### src/rtl/ioctl_pkg.sv
// Shared definitions for the HPS ioctl upload responder: FSM states,
// the fill byte returned outside the region and the ioctl address width.
`timescale 1ns/1ps
package ioctl_pkg;

   localparam int IOCTL_AW = 25;
   localparam logic [7:0] FILL_BYTE = 8'hFF;

   typedef enum logic [1:0] {
      ST_IDLE = 2'd0,
      ST_REQ  = 2'd1,
      ST_LAT  = 2'd2
   } upl_state_e;

   // True when a byte offset falls inside the served region; compared at the
   // full ioctl width so high address bits are never silently dropped.
   function automatic logic addr_in_region(input logic [IOCTL_AW-1:0] offset,
                                           input logic [IOCTL_AW-1:0] length);
      return (offset < length);
   endfunction

endpackage

### src/rtl/upload_responder.sv
// Answers HPS upload reads for a core RAM window: fetches one byte through an
// arbitrated RAM read port and stalls the HPS with ioctl_wait until it is valid.
`timescale 1ns/1ps
module upload_responder
   import ioctl_pkg::*;
#(
   parameter int             AW         = 12,
   parameter logic [AW-1:0]  START_ADDR = 12'h000,
   parameter int             LENGTH     = 64,
   parameter logic [7:0]     INDEX      = 8'd3,
   parameter int             RAM_LAT    = 1
) (
   input  logic                clk,
   input  logic                RESET_N,
   input  logic                ioctl_upload,
   input  logic [7:0]          ioctl_index,
   input  logic                ioctl_rd,
   input  logic [IOCTL_AW-1:0] ioctl_addr,
   output logic [7:0]          ioctl_din,
   output logic                ioctl_wait,
   output logic [AW-1:0]       ram_addr,
   output logic                ram_rd,
   input  logic                ram_grant,
   input  logic [7:0]          ram_q,
   output logic                overrun
);

   localparam logic [IOCTL_AW-1:0] REGION_LEN = IOCTL_AW'(LENGTH);
   localparam logic [1:0]          LAT_LOAD   = 2'(RAM_LAT - 1);

   upl_state_e    r_state;
   logic [7:0]    r_din;
   logic          r_wait;
   logic [AW-1:0] r_ram_addr;
   logic          r_ram_rd;
   logic [1:0]    r_cnt;
   logic          r_overrun;
   logic          r_upload_d;

   upl_state_e    w_state_nx;
   logic [7:0]    w_din_nx;
   logic          w_wait_nx;
   logic [AW-1:0] w_ram_addr_nx;
   logic          w_ram_rd_nx;
   logic [1:0]    w_cnt_nx;
   logic          w_overrun_nx;
   logic          w_sel;
   logic          w_rise;

   // Next-state and next-output logic; an upload drop while busy aborts the fetch.
   always_comb begin
      w_state_nx    = r_state;
      w_din_nx      = r_din;
      w_wait_nx     = r_wait;
      w_ram_addr_nx = r_ram_addr;
      w_ram_rd_nx   = r_ram_rd;
      w_cnt_nx      = r_cnt;
      w_overrun_nx  = r_overrun;
      w_sel  = ioctl_rd & ioctl_upload & (ioctl_index == INDEX);
      w_rise = ioctl_upload & ~r_upload_d;

      case (r_state)
         ST_IDLE: begin
            if (w_sel) begin
               if (addr_in_region(ioctl_addr, REGION_LEN)) begin
                  w_state_nx    = ST_REQ;
                  w_wait_nx     = 1'b1;
                  w_ram_rd_nx   = 1'b1;
                  w_ram_addr_nx = START_ADDR + ioctl_addr[AW-1:0];
               end else begin
                  w_din_nx = FILL_BYTE;
               end
            end else begin
               w_state_nx = ST_IDLE;
            end
         end
         ST_REQ: begin
            if (!ioctl_upload) begin
               w_state_nx  = ST_IDLE;
               w_ram_rd_nx = 1'b0;
               w_wait_nx   = 1'b0;
            end else if (ram_grant) begin
               w_state_nx  = ST_LAT;
               w_ram_rd_nx = 1'b0;
               w_cnt_nx    = LAT_LOAD;
            end else begin
               w_state_nx = ST_REQ;
            end
         end
         ST_LAT: begin
            if (!ioctl_upload) begin
               w_state_nx = ST_IDLE;
               w_wait_nx  = 1'b0;
            end else if (r_cnt == 2'd0) begin
               w_state_nx = ST_IDLE;
               w_din_nx   = ram_q;
               w_wait_nx  = 1'b0;
            end else begin
               w_cnt_nx = r_cnt - 2'd1;
            end
         end
         default: begin
            w_state_nx  = ST_IDLE;
            w_ram_rd_nx = 1'b0;
            w_wait_nx   = 1'b0;
         end
      endcase

      // A fresh upload session clears the overrun flag.
      if (w_rise) begin
         w_overrun_nx = 1'b0;
      end else if (w_sel && (r_state != ST_IDLE)) begin
         w_overrun_nx = 1'b1;
      end else begin
         w_overrun_nx = r_overrun;
      end
   end

   // State and output registers with asynchronous clear.
   always_ff @(posedge clk or negedge RESET_N) begin
      if (!RESET_N) begin
         r_state    <= ST_IDLE;
         r_din      <= 8'h00;
         r_wait     <= 1'b0;
         r_ram_addr <= '0;
         r_ram_rd   <= 1'b0;
         r_cnt      <= 2'd0;
         r_overrun  <= 1'b0;
         r_upload_d <= 1'b0;
      end else begin
         r_state    <= w_state_nx;
         r_din      <= w_din_nx;
         r_wait     <= w_wait_nx;
         r_ram_addr <= w_ram_addr_nx;
         r_ram_rd   <= w_ram_rd_nx;
         r_cnt      <= w_cnt_nx;
         r_overrun  <= w_overrun_nx;
         r_upload_d <= ioctl_upload;
      end
   end

   assign ioctl_din  = r_din;
   assign ioctl_wait = r_wait;
   assign ram_addr   = r_ram_addr;
   assign ram_rd     = r_ram_rd;
   assign overrun    = r_overrun;

endmodule

### config.mk
export PLATFORM = sky130hd
export DESIGN_NAME = upload_responder
export DESIGN_NICKNAME = d
export VERILOG_FILES = /design/src/rtl/ioctl_pkg.sv /design/src/rtl/upload_responder.sv
export SDC_FILE = /design/constraint.sdc
export NUM_CORES = 1
export LEC_CHECK = 0
export CAP_MARGIN = 20
export CELL_PAD_IN_SITES_DETAIL_PLACEMENT = 1
export CELL_PAD_IN_SITES_GLOBAL_PLACEMENT = 1
export CORE_UTILIZATION = 28
export CTS_BUF_LIST = sky130_fd_sc_hd__clkbuf_16
export CTS_CLUSTER_SIZE = 40
export DETAILED_ROUTE_END_ITERATION = 8
export PLACE_DENSITY_LB_ADDON = 0.1
export RECOVER_POWER = 25
export SYNTH_ARGS = -nofsm -noshare
export SYNTH_HDL_FRONTEND = slang
export SYNTH_SLANG_ARGS = --single-unit
### constraint.sdc
create_clock -name clk -period 2.1 [get_ports clk]
set_input_delay 0.63 -clock clk [delete_from_list [all_inputs] [get_ports clk]]
set_output_delay 0.63 -clock clk [all_outputs]
set_load 0.05 [all_outputs]
==> impl_results.rst, run 1 <==
.. list-table::
   :header-rows: 1

   * - Metric
     - Value
   * - Number of max-cap violations
     - 0
   * - Die width
     - 69.32 um
   * - CTS Buf Count
     - 3
   * - HPWL after detailed placement
     - 2.816 mm
   * - Total clock sinks
     - 28
   * - Worst path max stage delay
     - 0.42 ns
   * - Total Routing Usage GR
     - 16.87%
   * - Met1 track demand over resource
     - 21.36%
   * - Leakage power of the design
     - 0.001106 uW
   * - Met3 Resource Use GR
     - 3.343%
   * - Hold-fix buffers, CTS
     - 0
   * - DRT Wirelength
     - 3.821 mm
   * - Boundary pin count
     - 69
   * - Layout Skew
     - 0.002597 ns
   * - Routed wirelength normalized by instance count
     - 15.60 um
   * - Power density relative to cell area
     - 497.5 nW/um^2
   * - Final hold vios
     - 0
   * - Final setup violation count
     - 0
   * - Yosys cell types
     - 33
   * - Routability congestion estimate from global placement
     - 0.7160
   * - Register clock-pin slew on the reported worst setup and hold paths
     - 0.07 ns
   * - Total vias in the final route
     - 1204
   * - Post-route total power
     - 1108 uW
   * - Ratio of routed vias to standard cells
     - 4.914
   * - Final hold slack
     - 0.4954 ns
   * - Fill cells
     - 486
   * - Cells after synthesis
     - 110
   * - Final antenna diode count
     - 0
   * - Startpoint class of the critical path
     - input pin
   * - TritonCTS clock tree
     - built
   * - Clock latency reported for the late side of the worst-skew pair
     - 0.26 ns
   * - Post-synth net total
     - 157
   * - Critical-path cell with the highest stage delay
     - clkdlybuf4s50_1
   * - Fmax
     - 489.9 MHz
   * - CTS H-tree lvls
     - 1
   * - Initial standard-cell utilization of the core
     - 29.14%
   * - Cell Area, Synth
     - 1269 um^2
   * - Number of detailed-route iterations in the first pass
     - 2
   * - Global-route congestion overflow total
     - 0
   * - Layer with the highest usage after global routing
     - met2
   * - First-pass GRT wire length
     - 6.499 mm
   * - Clock Path Buffers
     - 2
   * - Layout Area Growth over Synthesis
     - 75.54%
   * - Part of the Yosys area used for sequential elements
     - 55.23%
   * - Crit path required time
     - 2.25 ns
   * - Class of the worst hold path
     - flop to flop
   * - Worst IR drop on VDD
     - 0.3091 mV
   * - Synth warnings
     - 0
   * - Run status
     - finished, final reports clean
   * - Area of the placeable core
     - 4354 um^2
   * - Iteration-0 DRC count of the detailed router
     - 38
   * - Die ar.
     - 4805 um^2
   * - Kind of end point of the critical path
     - flop
   * - Critical setup path kind
     - input pin to flop
   * - Cell Chain, Critical Path
     - clkdlybuf4s50_1 -> nor4_2 -> nand4_1 -> nor3b_4 -> buf_12 -> mux2_4
   * - Vertical die dimension
     - 69.32 um
   * - Largest net degree at the start of global routing
     - 29
   * - Count of input and output buffers
     - 68
   * - DRC Markers
     - 0
   * - Setup repair after global routing missed its margin
     - no
   * - Global-route track usage on met2
     - 28.80%
   * - Layout cells sized above 1
     - 32.12%
   * - #FFs+latches synth
     - 28
   * - Syn Area/Cell
     - 11.53 um^2
   * - Pin slew with the least headroom to its limit
     - 0.6988 ns
   * - Headroom to the max-slew limit
     - 53.42%
   * - Final slew viol count
     - 0
   * - Minimum clock period
     - 2.041 ns
   * - Highest net fanout along the worst path
     - 8
   * - Vias in the first global route
     - 1317
   * - Root buffer cell
     - clkbuf_16
   * - Endpoint arrival time on the critical path
     - 2.19 ns
   * - Antenna viol nets, final
     - 0
   * - Crit path buffers/inverters
     - 2
   * - Number of antenna violations at the first check in global routing
     - 0
   * - Cell row count
     - 24
   * - Cell type group with the largest total delay on the critical path
     - simple AND/OR/NAND/NOR gates
   * - Final clock period utilization by the worst path
     - 97.21%
   * - Number of nets in the layout
     - 241
-- synth_stat cells --
master      n  area [um^2]
nand3_1     1        5.000
inv_1      12        45.04
nor2b_1     7        43.79
o32ai_1     8        70.07
nand4_1     1        6.260
nor3_2      1        10.01
buf_1       1        3.750
o21ai_0     3        15.01
o21a_1      2        15.01
nor4_4      1        21.27
o21ba_2     1        10.01
nand4bb_1   1        11.26
mux2_1      1        11.26
or3b_2      1        8.760
buf_6       1        11.26
nand3b_1    1        7.510
nor3b_1     2        15.01
ha_1        1        12.51
and3b_1     2        17.52
a2bb2oi_1   2        17.52
nand2_1     4        15.01
and2_0      1        6.260
o21ai_1     1        5.000
a21oi_1     9        45.04
mux2_2      5        56.30
o22ai_1     1        6.260
nor2_1      2        7.510
clkbuf_1    1        3.750
nor3_1      2        10.01
nor4_1      4        25.02
or4_4       1        11.26
nor3b_4     1        18.77
dfrtp_1    28        700.7
-- worst paths after layout --
path / endpoint / startpoint / slack, ns / cells after the start
max: ram_addr[5]$_DFFE_PN0P_ / ioctl_addr[10] / 0.06 / 6
min: overrun$_DFFE_PN0P_ / r_upload_d$_DFF_PN0_ / 0.50 / 2
min in group asynchronous: overrun$_DFFE_PN0P_ / RESET_N / 0.94 / 2
min reg2reg: overrun$_DFFE_PN0P_ / r_upload_d$_DFF_PN0_ / 0.50 / 2
max reg2reg: ram_addr[5]$_DFFE_PN0P_ / r_state[1]$_DFFE_PN0P_ / 0.39 / 5
max in group asynchronous: r_upload_d$_DFF_PN0_ / RESET_N / 0.71 / 2
-- metrics by stage --
stage | area, um^2 | setup TNS (ns) | std cells | utilization (%) | setup WS [ns]
2_1_floorplan | 1272 | -0.09184 | 110 | - | -0.09184
3_3_place_gp | 2044 | -8.109 | 239 | 46.95 | -0.4526
3_5_place_dp | 2044 | -8.434 | 239 | 46.95 | -0.4719
4_1_cts | 2161 | 0 | 245 | 49.63 | 0.009823
5_1_grt | 2227 | 0 | 245 | 51.15 | 0.009858
6_report | 2227 | 0 | 245 | 51.15 | 0.05856
-- layout by cell type (no fill, tap or decap), types with 4 or more instances in the layout --
cell / netlist / final
buf_4: 0 / 33
mux2_4: 0 / 6
dlymetal6s2s_1: 0 / 9
nor2b_1: 7 / 7
nand2_1: 4 / 4
a21oi_1: 9 / 9
clkdlybuf4s50_1: 0 / 23
o32ai_1: 8 / 8
dfrtp_1: 28 / 28
inv_1: 12 / 12
dlygate4sd2_1: 0 / 8
-- kinds of logic after synthesis --
logic type	Yosys count	share of synthesized area [%]
and+or+nand+nor	33	18.93
adders and majority gates	1	0.9860
DFF	28	55.23
muxes	6	5.325
AOI/OAI and AO/OA	27	14.50
buffers and inverters	15	5.029
-- layout make-up --
class | instances | area (um^2) | share of cell area, %
Clock inverter | 1 | 3.754 | 0.1685
Tap cell | 52 | 65.06 | 2.921
Timing Repair Buffer | 82 | 735.7 | 33.03
Multi-Input combinational cell | 67 | 601.8 | 27.02
Inverter | 12 | 45.04 | 2.022
Clock buffer | 3 | 75.07 | 3.371
Sequential cell | 28 | 700.7 | 31.46
-- layer usage --
layer	part of all wire [%]	vias to the layer above
met1	43	598
met3	4.9	5
li1	-	562
met4	1.3	0
met2	51	39
met5	0	-
-- sequential cells by signal (all words and copies together) (netlist names) --
register / flops
ioctl_din: 8
r_state: 2
ram_rd: 1
r_cnt: 2
ram_addr: 12
overrun: 1
ioctl_wait: 1
r_upload_d: 1
-- report_power, final --
group | switching, uW | internal (uW)
sequential | 0.493 | 540
clock | 187 | 256
combinational | 46.2 | 78.4
-- worst min-delay path: cells and delay by family (launching register included) --
family,cells,cell delay [ns]
buf+inv,1,0.05
compound gates,1,0.05
flops,1,0.36
-- timing repair --
action	in CTS	in global routing
gates resized for setup	26	19
pin swaps	9	10
setup endpoints to repair	23	16
hold endpoints to repair	0	0
buffers inserted	2	0
Power figures use the tool's default switching activity.
==> inputs of run 2 (changes only) <==
- CTS_CLUSTER_DIAMETER: default -> 200
==> results of run 2 <==
The final DEF is identical to that of run 1; final timing and power are the same.
